File: src/rtl/symbol_fifo.sv
// Parametrised single-clock circular FIFO for decoded symbol words with show-ahead read,
// occupancy and sticky overflow. Define SYMBOL_FIFO_DROP_OLDEST_EN to overwrite the oldest entry when full.
module symbol_fifo #(
    parameter int WIDTH      = 20,
    parameter int DEPTH      = 10,
    parameter int CHANGE_DET = 1,
    localparam int CW        = $clog2(DEPTH + 1)
) (
    input  logic             i_clk,
    input  logic             i_rst,
    input  logic             i_w_valid,
    input  logic [WIDTH-1:0] i_w_data,
    input  logic             i_r_next,
    input  logic             i_ovf_clr,
    output logic [WIDTH-1:0] o_r_data,
    output logic             o_empty,
    output logic             o_full,
    output logic [CW-1:0]    o_count,
    output logic             o_ovf
);
    localparam int PW = $clog2(DEPTH);

    logic [WIDTH-1:0] mem_reg [DEPTH];
    logic [PW-1:0]    r_ptr_reg, r_ptr_next;
    logic [PW-1:0]    w_ptr_reg, w_ptr_next;
    logic [CW-1:0]    count_reg, count_next;
    logic [WIDTH-1:0] last_reg;
    logic             ovf_reg;

    logic             full, wreq, rreq, mem_we, r_adv, ovf_set;
    logic [DEPTH-1:0] entry_we;

    // DEPTH need not be a power of two, so pointers wrap explicitly.
    function automatic logic [PW-1:0] wrap_inc(input logic [PW-1:0] p);
        return (p == PW'(DEPTH - 1)) ? '0 : p + PW'(1);
    endfunction

    always_comb begin
        full    = (count_reg == CW'(DEPTH));
        wreq    = i_w_valid && ((CHANGE_DET == 0) || (i_w_data != last_reg));
        rreq    = i_r_next && (count_reg != '0);
        ovf_set = wreq && full && !rreq;
`ifdef SYMBOL_FIFO_DROP_OLDEST_EN
        // Overwrite the oldest entry: write proceeds and the head is pushed forward.
        mem_we  = wreq;
        r_adv   = rreq || ovf_set;
`else
        mem_we  = wreq && (!full || rreq);
        r_adv   = rreq;
`endif
        w_ptr_next = mem_we ? wrap_inc(w_ptr_reg) : w_ptr_reg;
        r_ptr_next = r_adv  ? wrap_inc(r_ptr_reg) : r_ptr_reg;
        count_next = count_reg;
        if (mem_we && !r_adv) begin
            count_next = count_reg + CW'(1);
        end else if (!mem_we && r_adv) begin
            count_next = count_reg - CW'(1);
        end
    end

    genvar gi;
    generate
        for (gi = 0; gi < DEPTH; gi++) begin : g_we
            assign entry_we[gi] = mem_we && (w_ptr_reg == PW'(gi));
        end
    endgenerate

    always_ff @(posedge i_clk or posedge i_rst) begin
        if (i_rst) begin
            for (int i = 0; i < DEPTH; i++) begin
                mem_reg[i] <= '0;
            end
        end else begin
            for (int i = 0; i < DEPTH; i++) begin
                if (entry_we[i]) begin
                    mem_reg[i] <= i_w_data;
                end
            end
        end
    end

    always_ff @(posedge i_clk or posedge i_rst) begin
        if (i_rst) begin
            r_ptr_reg <= '0;
            w_ptr_reg <= '0;
            count_reg <= '0;
            last_reg  <= '0;
            ovf_reg   <= 1'b0;
        end else begin
            r_ptr_reg <= r_ptr_next;
            w_ptr_reg <= w_ptr_next;
            count_reg <= count_next;
            // Remember every requested word, accepted or dropped, so a held value never re-requests.
            if (wreq) begin
                last_reg <= i_w_data;
            end
            if (ovf_set) begin
                ovf_reg <= 1'b1;
            end else if (i_ovf_clr) begin
                ovf_reg <= 1'b0;
            end
        end
    end

    assign o_r_data = mem_reg[r_ptr_reg];
    assign o_empty  = (count_reg == '0);
    assign o_full   = full;
    assign o_count  = count_reg;
    assign o_ovf    = ovf_reg;

endmodule

File: config.mk
export PLATFORM = sky130hd
export DESIGN_NAME = symbol_fifo
export DESIGN_NICKNAME = d
export VERILOG_FILES = /design/src/rtl/symbol_fifo.sv
export SDC_FILE = /design/constraint.sdc
export NUM_CORES = 1
export LEC_CHECK = 0
export BUFFER_PORTS_ARGS = -buffer_cell sky130_fd_sc_hd__buf_2
export CORE_UTILIZATION = 55
export CTS_CLUSTER_DIAMETER = 40
export DETAILED_ROUTE_END_ITERATION = 16
export MAX_ROUTING_LAYER = met4
export PLACE_DENSITY = 0.73
export SLEW_MARGIN = 30
export SYNTH_ARGS = -nofsm -noshare
export SYNTH_HDL_FRONTEND = slang
export SYNTH_SLANG_ARGS = --single-unit
File: constraint.sdc
create_clock -name i_clk -period 8.1 [get_ports i_clk]
set_input_delay 0.81 -clock i_clk [delete_from_list [all_inputs] [get_ports i_clk]]
set_output_delay 0.81 -clock i_clk [all_outputs]
set_load 0.01 [all_outputs]
# ---- Yosys cells after proc, flatten, opt, wreduce, memory -nomap -nowiden
# Cells that the tools add are included.
dict set report classes {
  add_sub_neg 4
  magnitude_cmp 1
  eq_ne 12
  muxes 9
  bitwise 1
  n_reduce_logical 26
}
# op count
set op_table {}
lappend op_table {{binary-select mux 20 bit (select 4 bit)} 1}
lappend op_table {{2-to-1 mux 20 bit} 2}
lappend op_table {{inequality test 20 bit} 1}
lappend op_table {{logical AND 1 bit} 17}
lappend op_table {{== test 4 x 3 -> 1 bit (second input constant)} 4}
lappend op_table {{== test 4 bit (second input constant)} 4}
lappend op_table {{2-to-1 mux 4 bit} 4}
lappend op_table {{adder 4 x 1 -> 4 bit (second input constant)} 3}
lappend op_table {{== test 4 x 2 -> 1 bit (second input constant)} 2}
lappend op_table {{zero test 4 bit} 2}
lappend op_table {{>= comparator 5 bit (second input constant)} 1}
lappend op_table {{NOT 4 -> 5 bit} 1}
lappend op_table {{== test 4 x 1 -> 1 bit (second input constant)} 1}
lappend op_table {{nonzero test 2 bit} 2}
lappend op_table {{nonzero test 4 bit} 1}
lappend op_table {{subtractor 4 x 1 -> 4 bit (second input constant)} 1}
lappend op_table {{zero test 1 bit} 3}
lappend op_table {{2-to-1 mux 1 bit} 2}
lappend op_table {{logical OR 1 bit} 1}
dict set report word_totals {
  ff_bits 233
  in_bits 25
  output_inout_bits 27
  elab_cells 68
}

# ---- Logic depth before layout (Yosys ltp)
# Gate-level depths: netlist of run 1.
dict set report depth {
  word_depth 8
  mapped_depth 15
  mapped_depth_nobuf 13
}

# ---- Worst setup path before layout of run 1
# No wires, ideal clock.
dict set report synth_path {
  kind {input-to-reg}
  startpoint {input port i_w_data[2]}
  endpoint {register count_reg[3], in the netlist o_count[3]}
  setup_ns 0.128
  arrival_ns 3.283
  required_ns 7.972
  slack_ns 4.689
  stages 15
  n_path_buf 2
  cell_sequence {xor2_1 -> nor4_1 -> nand3_1 -> o31ai_4 -> buf_6 -> buf_4 -> nor2_1 -> ha_1 -> inv_1 -> ha_1 -> a21o_1 -> a21oi_1 -> xnor2_1 -> nor2_1 -> xor2_1}
}
dict set report synth_between {
  elab_chain_cells 6
  elab_cells_between_ends 8
  classes_between {eq/ne: 1; mux: 1; reduce/logical: 6}
}
# element line
set synth_rtl {}
lappend synth_rtl {{start: declaration} 12} ;# input logic [WIDTH-1:0] i_w_data,
lappend synth_rtl {{inequality test 20 bit (*)} 40} ;# wreq = i_w_valid && ((CHANGE_DET == 0) || (i_w_data != last_reg));
lappend synth_rtl {{logical AND 1 bit (*)} 40}
lappend synth_rtl {{logical AND 1 bit (*)} 48} ;# mem_we = wreq && (!full || rreq);
lappend synth_rtl {{net mem_we} 30} ;# logic full, wreq, rreq, mem_we, r_adv, ovf_set;
lappend synth_rtl {{zero test 1 bit} 56} ;# end else if (!mem_we && r_adv) begin
lappend synth_rtl {{logical AND 1 bit} 56}
lappend synth_rtl {{nonzero test 2 bit (no line)} -}
lappend synth_rtl {{end signal: assignment} 92} ;# count_reg <= count_next;
lappend synth_rtl {{end: declaration} 26} ;# logic [CW-1:0] count_reg, count_next;
# The timed path passes the listed nets; every way through them passes the cells marked *.
# A chain may end at the register's enable or synchronous reset.

# ---- Final worst setup path of run 1
dict set report layout_path {
  startpoint {register r_ptr_reg[0]}
  endpoint {output port o_r_data[11]}
}
dict set report layout_between {
  elab_chain_cells 4
}
# element line
set layout_rtl {}
lappend layout_rtl {{start: declaration} 24} ;# logic [PW-1:0] r_ptr_reg, r_ptr_next;
lappend layout_rtl {{start signal: assignment} 90} ;# r_ptr_reg <= r_ptr_next;
lappend layout_rtl {{NOT 4 -> 5 bit (implied by the code)} 105} ;# assign o_r_data = mem_reg[r_ptr_reg];
lappend layout_rtl {{binary-select mux 20 bit (select 4 bit)} 105}
lappend layout_rtl {{2-to-1 mux 20 bit (implied by the code) (2 in series)} 105}
lappend layout_rtl {{end: declaration} 15} ;# output logic [WIDTH-1:0] o_r_data,
# No other way between the ends. The select of a mux whose other input is x is not followed.

==> results of run 1 <==
-- layout make-up --
type / count / area share
Clock inverter: 22 / 0.0225
Multi-Input combinational cell: 427 / 0.388
Inverter: 7 / 0.00302
Antenna cell: 5 / 0.000975
Clock buffer: 42 / 0.0767
Tap cell: 270 / 0.0263
Sequential cell: 233 / 0.455
Timing Repair Buffer: 64 / 0.0278
-- placed cells by master (no fill, tap or decap), drive strengths merged --
cell / instances
nand4b: 8
o31ai: 1
nor3: 2
nor2b: 4
nand3: 4
mux2: 243
clkinvlp: 2
a22oi: 1
nor2: 27
a221oi: 19
nand4: 2
nand2: 4
a21o: 1
o21ai: 2
dfrtp: 233
nor3b: 2
clkinv: 11
or4b: 1
nand2b: 1
bufinv: 5
mux4: 40
clkbuf: 42
xor2: 15
inv: 11
diode: 5
buf: 64
xnor2: 13
o211ai: 1
nor4: 5
fa: 1
a21oi: 24
o22ai: 2
or3: 1
ha: 3
-- kinds of logic (layout without fill, tap and decap cells) --
family                   count (synthesis)  count (layout)  synth area share
adder cells (fa/ha/maj)                  4               4           0.00510
buffers and inverters                   74             135            0.0422
AND/OR/NAND/NOR                         61              61            0.0339
flip-flops                             233             233             0.517
multiplexers                           283             283             0.349
other                                    0               5                 0
AO/OA/AOI/OAI                           51              51            0.0313
XOR/XNOR                                28              28            0.0217
-- cells in the mapped netlist (2+ instances only) --
library cell / instances
a21oi_1: 24
a221oi_1: 19
buf_1: 2
buf_12: 8
buf_2: 7
buf_4: 14
clkbuf_1: 35
dfrtp_1: 233
ha_1: 3
inv_1: 6
mux2_1: 2
mux2_2: 161
mux2_4: 80
mux4_2: 40
nand2_1: 4
nand3_1: 4
nand4_1: 2
nand4b_1: 4
nand4b_4: 4
nor2_1: 27
nor2b_1: 4
nor3_1: 2
nor3b_1: 2
nor4_1: 5
o21ai_0: 2
o22ai_1: 2
xnor2_1: 13
xor2_1: 15
-- stage by stage --
step	cell area, sq um	power, W	hold slack [ps]	worst slack [ps]
after global placement	11500	0.00396	470	4360
after CTS	12800	0.00572	499	4100
after global routing	12800	0.00597	507	3950
final	12800	0.00569	363	4160
after detailed placement	11500	0.00408	481	4260
after floorplan	11300	0.00352	459	900
-- final timing paths --
kind | depth (start not counted) | to | start | slack [ps]
hold reg to reg | 1 | mem_reg[140] | mem_reg[140] | 500
setup reg to reg | 13 | o_count[3] | last_reg[19] | 4840
hold / removal | 2 | r_ptr_reg[2] | i_rst | 360
min in group i_clk | 1 | mem_reg[140] | mem_reg[140] | 500
setup / recovery | 5 | o_r_data[11] | r_ptr_reg[0] | 4160
max in group asynchronous | 3 | last_reg[12] | i_rst | 6350
-- report_power, final --
part           total [W]  internal, W  switching, W
logic            0.00206      0.00115      0.000909
registers        0.00202      0.00169      0.000331
clock network    0.00161      0.00104      0.000567
-- metal layers --
layer	vias up	GRT usage
li1	2787	-
met1	3515	0.347
met2	205	0.436
met3	53	0.0623
met4	0	0.0805
met5	-	-
==> results.md, run 1 <==
- Status: finished, final reports clean
- Nets: 798
- Initial cell density of the core: 0.559
- Final setup violation count: 0
- DR iter-0 viols: 471
- Max incr delay on CP: 720 ps
- Share of cells above drive strength 1: 0.526
- Tightest Hold Check Type: in -> async
- Post-route ant nets: 0
- Routed WL: 26600 um
- Die Y: 145 um
- Clk root buf: clkbuf_16
- H-Tree Depth: 2
- Total number of vias: 6560
- Final Critical Period: 3940 ps
- Final Cycle Share: 0.487
- Number of I/O pins: 52
- Synth Instances: 734
- Startpoint types: register
- CP Max Fanout: 43
- Die Span X: 145 um
- Leakage Power: 5.93 nW
- CP bufs+invs: 2
- FFs w/ async S/R, synth: 1.00
- # hold bufs at CTS: 0
- Layout Skew: 13.7 ps
- Area of the multi-input gates: 0.00498 sq mm
- Fmax: 0.254 GHz
- Area growth syn-to-layout: 13.7%
- Number of global-route vias before repair: 7296
- Final Max Tran Viols: 0
- Pin count of the biggest net entering global routing: 150
- Drt wl/cell: 24.9 um
- Average cell area after synthesis: 15.4 sq um
- WL met2: 13200 um
- Post-synthesis register bit count: 233
- Max cap viols: 0
- Final Util: 0.636
- Dpl cells: 1001
- CTS tree: done
- FILL cells: 1453
- Highest Signal Layer: met4
- Top_reg_cell synth: dfrtp_1
- Synth top area cells: dfrtp_1 (52%), mux2_2 (16%), mux2_4 (11%), mux4_2 (8.0%), a221oi_1 (1.5%)
- Top Family by Delay on Critical Path: buffers and inverters
- Worst-path cell chain: buf_4 -> mux4_2 -> a221oi_1 -> nor2_1 -> buf_2
- Syn Nets: 763
- Met3 wire length: 1670 um
- Non-Filler Instances: 1070
- Congestion Overflow GR: 0
- Setup TNS: 0 ps
- Area of the die: 0.0211 sq mm
- Synth cell types: 38
- Critical path endpoint category: output pin
- Overall routing resource usage: 0.272
- # rows: 52
- Worst-path clk slew: 60 ps
- Post-CTS Setup Inserts: 0
- Final estimated routing congestion in global placement: 0.858
- Leading area contributor after synthesis: dfrtp_1
- DRC viols: 0
- Final hold vios: 0
- Post-cts resize count: 0
- Max reg flops: 200
- Core ar.: 0.0202 sq mm
- Slowest CP cell: buf_4
- YS warnings: 0
- Worst EP required: 7290 ps
- Vias per cell: 6.13
- Cell area after synthesis: 0.0113 sq mm
- Worst slew pin tran: 823 ps
- Initial antenna violation count: 5
- Critical path type: reg -> out
- Seq/Total Area, Yosys: 0.517
- First-pass GRT wire length: 42300 um
- Metal1 wirelength: 11100 um
- Max VDD drop: 0.000245 V
- Sink Count: 233
- # port buffers: 51
- Clock buffer depth: 3
- Top cell type's share of synthesized area: 0.517
- Final HPWL DP: 15200 um
- Slew headroom: 0.451
- RSZ-0062 raised after global routing: no
- Total CTS buffers: 36
- Clk_lat worst skew: 500 ps
- Arrival time at the worst endpoint: 3130 ps
- Pwr dens: 444 mW/mm^2
- EDFF count, synth: 0
- Register area: 0.00584 sq mm
- 1st-pass router iterations: 4
No activity file was read; power rests on OpenSTA's default activity.
==> inputs of run 2 (changes only) <==
--- a/config.mk
+++ b/config.mk
@@ -10,7 +10,7 @@
 export CTS_CLUSTER_DIAMETER = 40
 export DETAILED_ROUTE_END_ITERATION = 16
 export MAX_ROUTING_LAYER = met4
-export PLACE_DENSITY = 0.73
+export PLACE_DENSITY = 0.75
 export SLEW_MARGIN = 30
 export SYNTH_ARGS = -nofsm -noshare
 export SYNTH_HDL_FRONTEND = slang
==> constraint.sdc (replaced) <==
create_clock -name i_clk -period 3.4 [get_ports i_clk]
set_input_delay 0.34 -clock i_clk [delete_from_list [all_inputs] [get_ports i_clk]]
set_output_delay 0.34 -clock i_clk [all_outputs]
set_load 0.01 [all_outputs]
==> results.md, run 2 (same netlist as run 1, synthesis figures left out) <==
- CTS tree: done
- Most frequent cells in the layout: dfrtp_1 (231), mux2_2 (161), mux2_4 (80), buf_2 (51), mux4_2 (40)
- Slew headroom: 0.410
- CP Max Fanout: 21
- Power Internal: 0.00951 W
- Pwr dens: 1050 mW/mm^2
- Area of the die: 0.0211 sq mm
- Final Max Tran Viols: 0
- Initial antenna violation count: 3
- Dpl cell area: 0.0118 sq mm
- Critical path type: reg -> out
- Clk_lat worst skew: 510 ps
- Commonest non-fill, non-tap cell in the layout: dfrtp_1
- Final estimated routing congestion in global placement: 0.821
- Final hold vios: 0
- Worst slew pin tran: 885 ps
- Routed WL: 26000 um
- DR iter-0 viols: 359
- Sequential share of power: 0.356
- Max VDD drop: 0.000666 V
- Top Family by Delay on Critical Path: flip-flops
- Worst-path cell chain: buf_4 -> mux4_2 -> a221oi_1 -> nor2_1 -> buf_2
- Number of global-route vias before repair: 7353
- Non-Filler Instances: 1081
- P_sw: 0.00423 W
- Arrival time at the worst endpoint: 2710 ps
- Initial cell density of the core: 0.559
- Layout Skew: 18.3 ps
- CP bufs+invs: 2
- Post-CTS Setup Inserts: 0
- Pin count of the biggest net entering global routing: 71
- Post-cts resize count: 0
- Leakage Power: 6.08 nW
- Slowest CP cell: dfrtp_4
- Critical path endpoint category: output pin
- Final Cycle Share: 0.897
- Overall routing resource usage: 0.269
- Fmax: 0.328 GHz
- # port buffers: 51
- Final HPWL DP: 15400 um
- Sink Count: 233
- 1st-pass router iterations: 5
- Congestion Overflow GR: 0
- Number of I/O pins: 52
- Die Y: 145 um
- Dpl cells: 1014
- Worst EP required: 3060 ps
- Nets: 811
- Clock share of power: 0.288
- # rows: 52
- Combinational Power Share: 0.356
- Total number of vias: 6532
- H-Tree Depth: 2
- Sw Share: 0.308
- Clock buffer depth: 3
- Final Critical Period: 3050 ps
- Area growth syn-to-layout: 16.2%
- # hold bufs at CTS: 0
- Setup TNS: 0 ps
- Tightest Hold Check Type: in -> reg
- Status: finished, final reports clean
- First-pass GRT wire length: 42000 um
- DRC viols: 0
- Vias per cell: 6.04
- Startpoint types: register
- Post-route ant nets: 0
- Drt wl/cell: 24.1 um
- Die Span X: 145 um
- Worst-path clk slew: 50 ps
- Final setup violation count: 0
- Core ar.: 0.0202 sq mm
- RSZ-0062 raised after global routing: no
- Max reg flops: 200
- Max cap viols: 0
- Clk root buf: clkbuf_16
- Total CTS buffers: 34
- Max incr delay on CP: 700 ps
- Final hold slack: 27.6 ps
- Final Cell Area: 0.0131 sq mm
- Share of cells above drive strength 1: 0.528
[run 2: per-layer routing]
metal | routed length [um] | vias up | share of wire | global-route usage
met5 | 0 | - | 0 | -
met1 | 10800 | 3479 | 0.42 | 0.337
met4 | 869 | 0 | 0.033 | 0.0995
met3 | 1440 | 70 | 0.055 | 0.0553
li1 | - | 2802 | - | -
met2 | 12900 | 181 | 0.49 | 0.433
[run 2: final cells by class]
class,count,area (sq um)
timing repair buffer,79,631
fill,1404,7060
sequential,233,5840
inverter,7,30.0
multi-input combinational,427,4980
clock inverter,20,325
antenna,3,7.51
tap,270,338
clock buffer,42,965
[run 2: worst register-to-register path: cells and delay by family (launching register included)]
family / cells / cell delay, ps
and+or+nand+nor: 3 / 1160
muxes: 1 / 380
AOI/OAI and AO/OA: 1 / 280
xor gates and xnor gates: 1 / 180
buffers and inverters: 1 / 430
DFF: 1 / 390
[run 2: final timing paths]
kind                                    from            to  slack (ps)  cells after the start
min in group asynchronous              i_rst  mem_reg[106]         360                      3
worst max-delay path            r_ptr_reg[0]   o_r_data[5]         350                      5
worst min register to register   mem_reg[41]   mem_reg[41]         500                      1
max in group asynchronous              i_rst   mem_reg[41]        2140                      5
worst min-delay path               i_ovf_clr         o_ovf          30                      2
worst max register to register  last_reg[19]   mem_reg[12]         440                      7
[run 2: metrics by stage]
| stage | util | power [W] | setup slack [ps] |
|---|---|---|---|
| global placement | 0.584 | 0.00952 | 372 |
| floorplan | - | 0.00840 | 10.1 |
| CTS | 0.648 | 0.0138 | 320 |
| global route | 0.650 | 0.0144 | 182 |
| finish | 0.650 | 0.0137 | 349 |
| detailed placement | 0.584 | 0.00976 | 325 |
[run 2: power groups by stage]
stage,combinational (W),clock [W],sequential (W)
2_1_floorplan,0.00389,0,0.00450
3_3_place_gp,0.00473,0,0.00479
3_5_place_dp,0.00487,0,0.00489
4_1_cts,0.00491,0.00401,0.00488
5_1_grt,0.00525,0.00412,0.00505
6_report,0.00489,0.00395,0.00489
==> inputs of run 3 (changes only) <==
==> config.mk (replaced) <==
export PLATFORM = sky130hd
export DESIGN_NAME = symbol_fifo
export DESIGN_NICKNAME = d
export VERILOG_FILES = /design/src/rtl/symbol_fifo.sv
export SDC_FILE = /design/constraint.sdc
export NUM_CORES = 1
export LEC_CHECK = 0
export CORE_UTILIZATION = 55
export CTS_CLUSTER_DIAMETER = 40
export DETAILED_ROUTE_END_ITERATION = 16
export DONT_BUFFER_PORTS = 1
export PLACE_DENSITY = 0.73
export SLEW_MARGIN = 30
export SYNTH_ARGS = -nofsm -noshare
export SYNTH_HDL_FRONTEND = slang
export SYNTH_SLANG_ARGS = --single-unit
==> results.md, run 3 (same netlist as run 1, synthesis figures left out) <==
- Final Max Tran Viols: 0
- # rows: 52
- Crit path depth: 4
- Final Cycle Share: 0.921
- Core ar.: 0.0202 sq mm
- Startpoint types: register
- Sw Share: 0.323
- Status: finished, final reports clean
- Max cap viols: 0
- Final estimated routing congestion in global placement: 0.795
- Vias per cell: 6.22
- CP endpoint: o_r_data[5]
- P_sw: 0.00417 W
- Ant. Diodes: 0
- Arrival time at the worst endpoint: 2790 ps
- Worst-path clk slew: 60 ps
- Final HPWL DP: 16000 um
- # port buffers: 0
- Critical path type: reg -> out
- Layout Skew: 21.3 ps
- Tightest Hold Check Type: in -> reg
- Die Y: 145 um
- Leakage Power: 5.82 nW
- Share of cells above drive strength 1: 0.483
- Total number of vias: 6521
- Max reg flops: 200
- Reg2reg end: mem_reg[192]
- Final hold slack: 52.4 ps
- Clock share of power: 0.254
- Post-route ant nets: 0
- CTS tree: done
- Die Span X: 145 um
- First-pass GRT wire length: 43100 um
- Drt wl/cell: 25.7 um
- Number of I/O pins: 52
- Worst slew pin tran: 814 ps
- Setup TNS: 0 ps
- Worst r2r path cells: 8
- Nets: 783
- Most frequent cells in the layout: dfrtp_1 (231), mux2_2 (161), mux2_4 (80), mux4_2 (40), clkbuf_16 (31)
- Overall routing resource usage: 0.269
- Area growth syn-to-layout: 13.0%
- Design Power: 0.0129 W
- Max VDD drop: 0.000516 V
- Final hold vios: 0
- Final Critical Period: 3130 ps
- Sequential share of power: 0.378
- Sink Count: 233
- Slowest CP cell: dfrtp_4
- RSZ-0062 raised after global routing: no
- Clk_lat worst skew: 560 ps
- Max incr delay on CP: 830 ps
- DRC viols: 0
- Critical path endpoint category: output pin
- Crit. Startpoint: r_ptr_reg[0]
- Worst EP required: 3060 ps
- Congestion Overflow GR: 0
- Top Family by Delay on Critical Path: flip-flops
- Hold depth: 3
- H-Tree Depth: 1
- DR iter-0 viols: 474
- Initial cell density of the core: 0.559
- Clock buffer depth: 3
- Area of the die: 0.0211 sq mm
- Pwr dens: 1010 mW/mm^2
- CP bufs+invs: 1
- Fmax: 0.319 GHz
- Final setup violation count: 0
- Critical R2R Launch: last_reg[10]
- Power Internal: 0.00874 W
- CP Max Fanout: 31
- Clk root buf: clkbuf_16
- Initial antenna violation count: 0
- Slew headroom: 0.457
- Worst-path cell chain: buf_12 -> mux4_2 -> a221oi_1 -> nor2_1
- Number of global-route vias before repair: 7239
- Total CTS buffers: 31
- Routed WL: 26900 um
- Pin count of the biggest net entering global routing: 171
- Commonest non-fill, non-tap cell in the layout: dfrtp_1
- R2R setup slack: 510 ps
- Combinational Power Share: 0.368
- 1st-pass router iterations: 4
- Post-CTS Setup Inserts: 0
==> run 3: changes by cell type in the layout (fill, tap and decap cells not counted), moves of 3 or more <==
cell	previous run	this run
dlygate4sd3_1	1	22
buf_2	51	0
clkbuf_16	37	31
diode_2	3	0
bufinv_16	8	3
clkinv_4	1	4
buf_12	13	3
buf_4	14	28
==> run 3: worst min path at each step <==
stage | from | end | slack (ps)
4_1_cts | i_w_valid | w_ptr_reg[0] | 40
6_report | i_w_valid | w_ptr_reg[0] | 50
3_3_place_gp | i_ovf_clr | o_ovf | 460
5_1_grt | i_w_valid | w_ptr_reg[0] | 70
2_1_floorplan | i_ovf_clr | o_ovf | 450
3_5_place_dp | i_ovf_clr | o_ovf | 460
==> run 3: layout make-up <==
| class | count | area, sq um |
|---|---|---|
| multi-input cells | 427 | 4980 |
| well taps | 270 | 338 |
| clock buffers | 38 | 842 |
| fillers | 1445 | 7420 |
| clock inverters | 19 | 210 |
| flip-flops and latches | 233 | 5840 |
| repair buffers | 54 | 518 |
| inverters | 7 | 30.0 |
==> run 3: repair_timing <==
action | CTS | global route
gates resized for setup | 0 | 0
endpoints found under the hold margin | 308 | 0
hold buffers | 22 | 0
==> run 3: metal layers <==
metal	wire, um	global-route usage	vias to the layer above
li1	-	-	2756
met1	11400	0.362	3562
met5	0	0	-
met3	1410	0.0431	45
met2	13400	0.448	158
met4	647	0.0895	0
==> run 3: tightest hold or removal path: cells and delay by family <==
family          cells  cell delay [ps]
compound gates      1               40
simple gates        1               60
xor+xnor            1              120
==> run 3: power by group through the flow <==
stage	clock [W]	sequential [W]	combinational, W
5_1_grt	0.00343	0.00503	0.00506
4_1_cts	0.00331	0.00487	0.00476
2_1_floorplan	0	0.00450	0.00389
6_report	0.00327	0.00488	0.00475
3_5_place_dp	0	0.00490	0.00468
3_3_place_gp	0	0.00476	0.00452
==> run 3: metrics by stage <==
step	setup WS (ps)	cells	cell area (sq um)	utilization
floorplan	10.1	734	11300	-
global placement	630	968	11500	0.568
detailed placement	516	968	11500	0.568
CTS	249	1047	12700	0.631
global route	117	1048	12800	0.632
finish	267	1048	12800	0.632
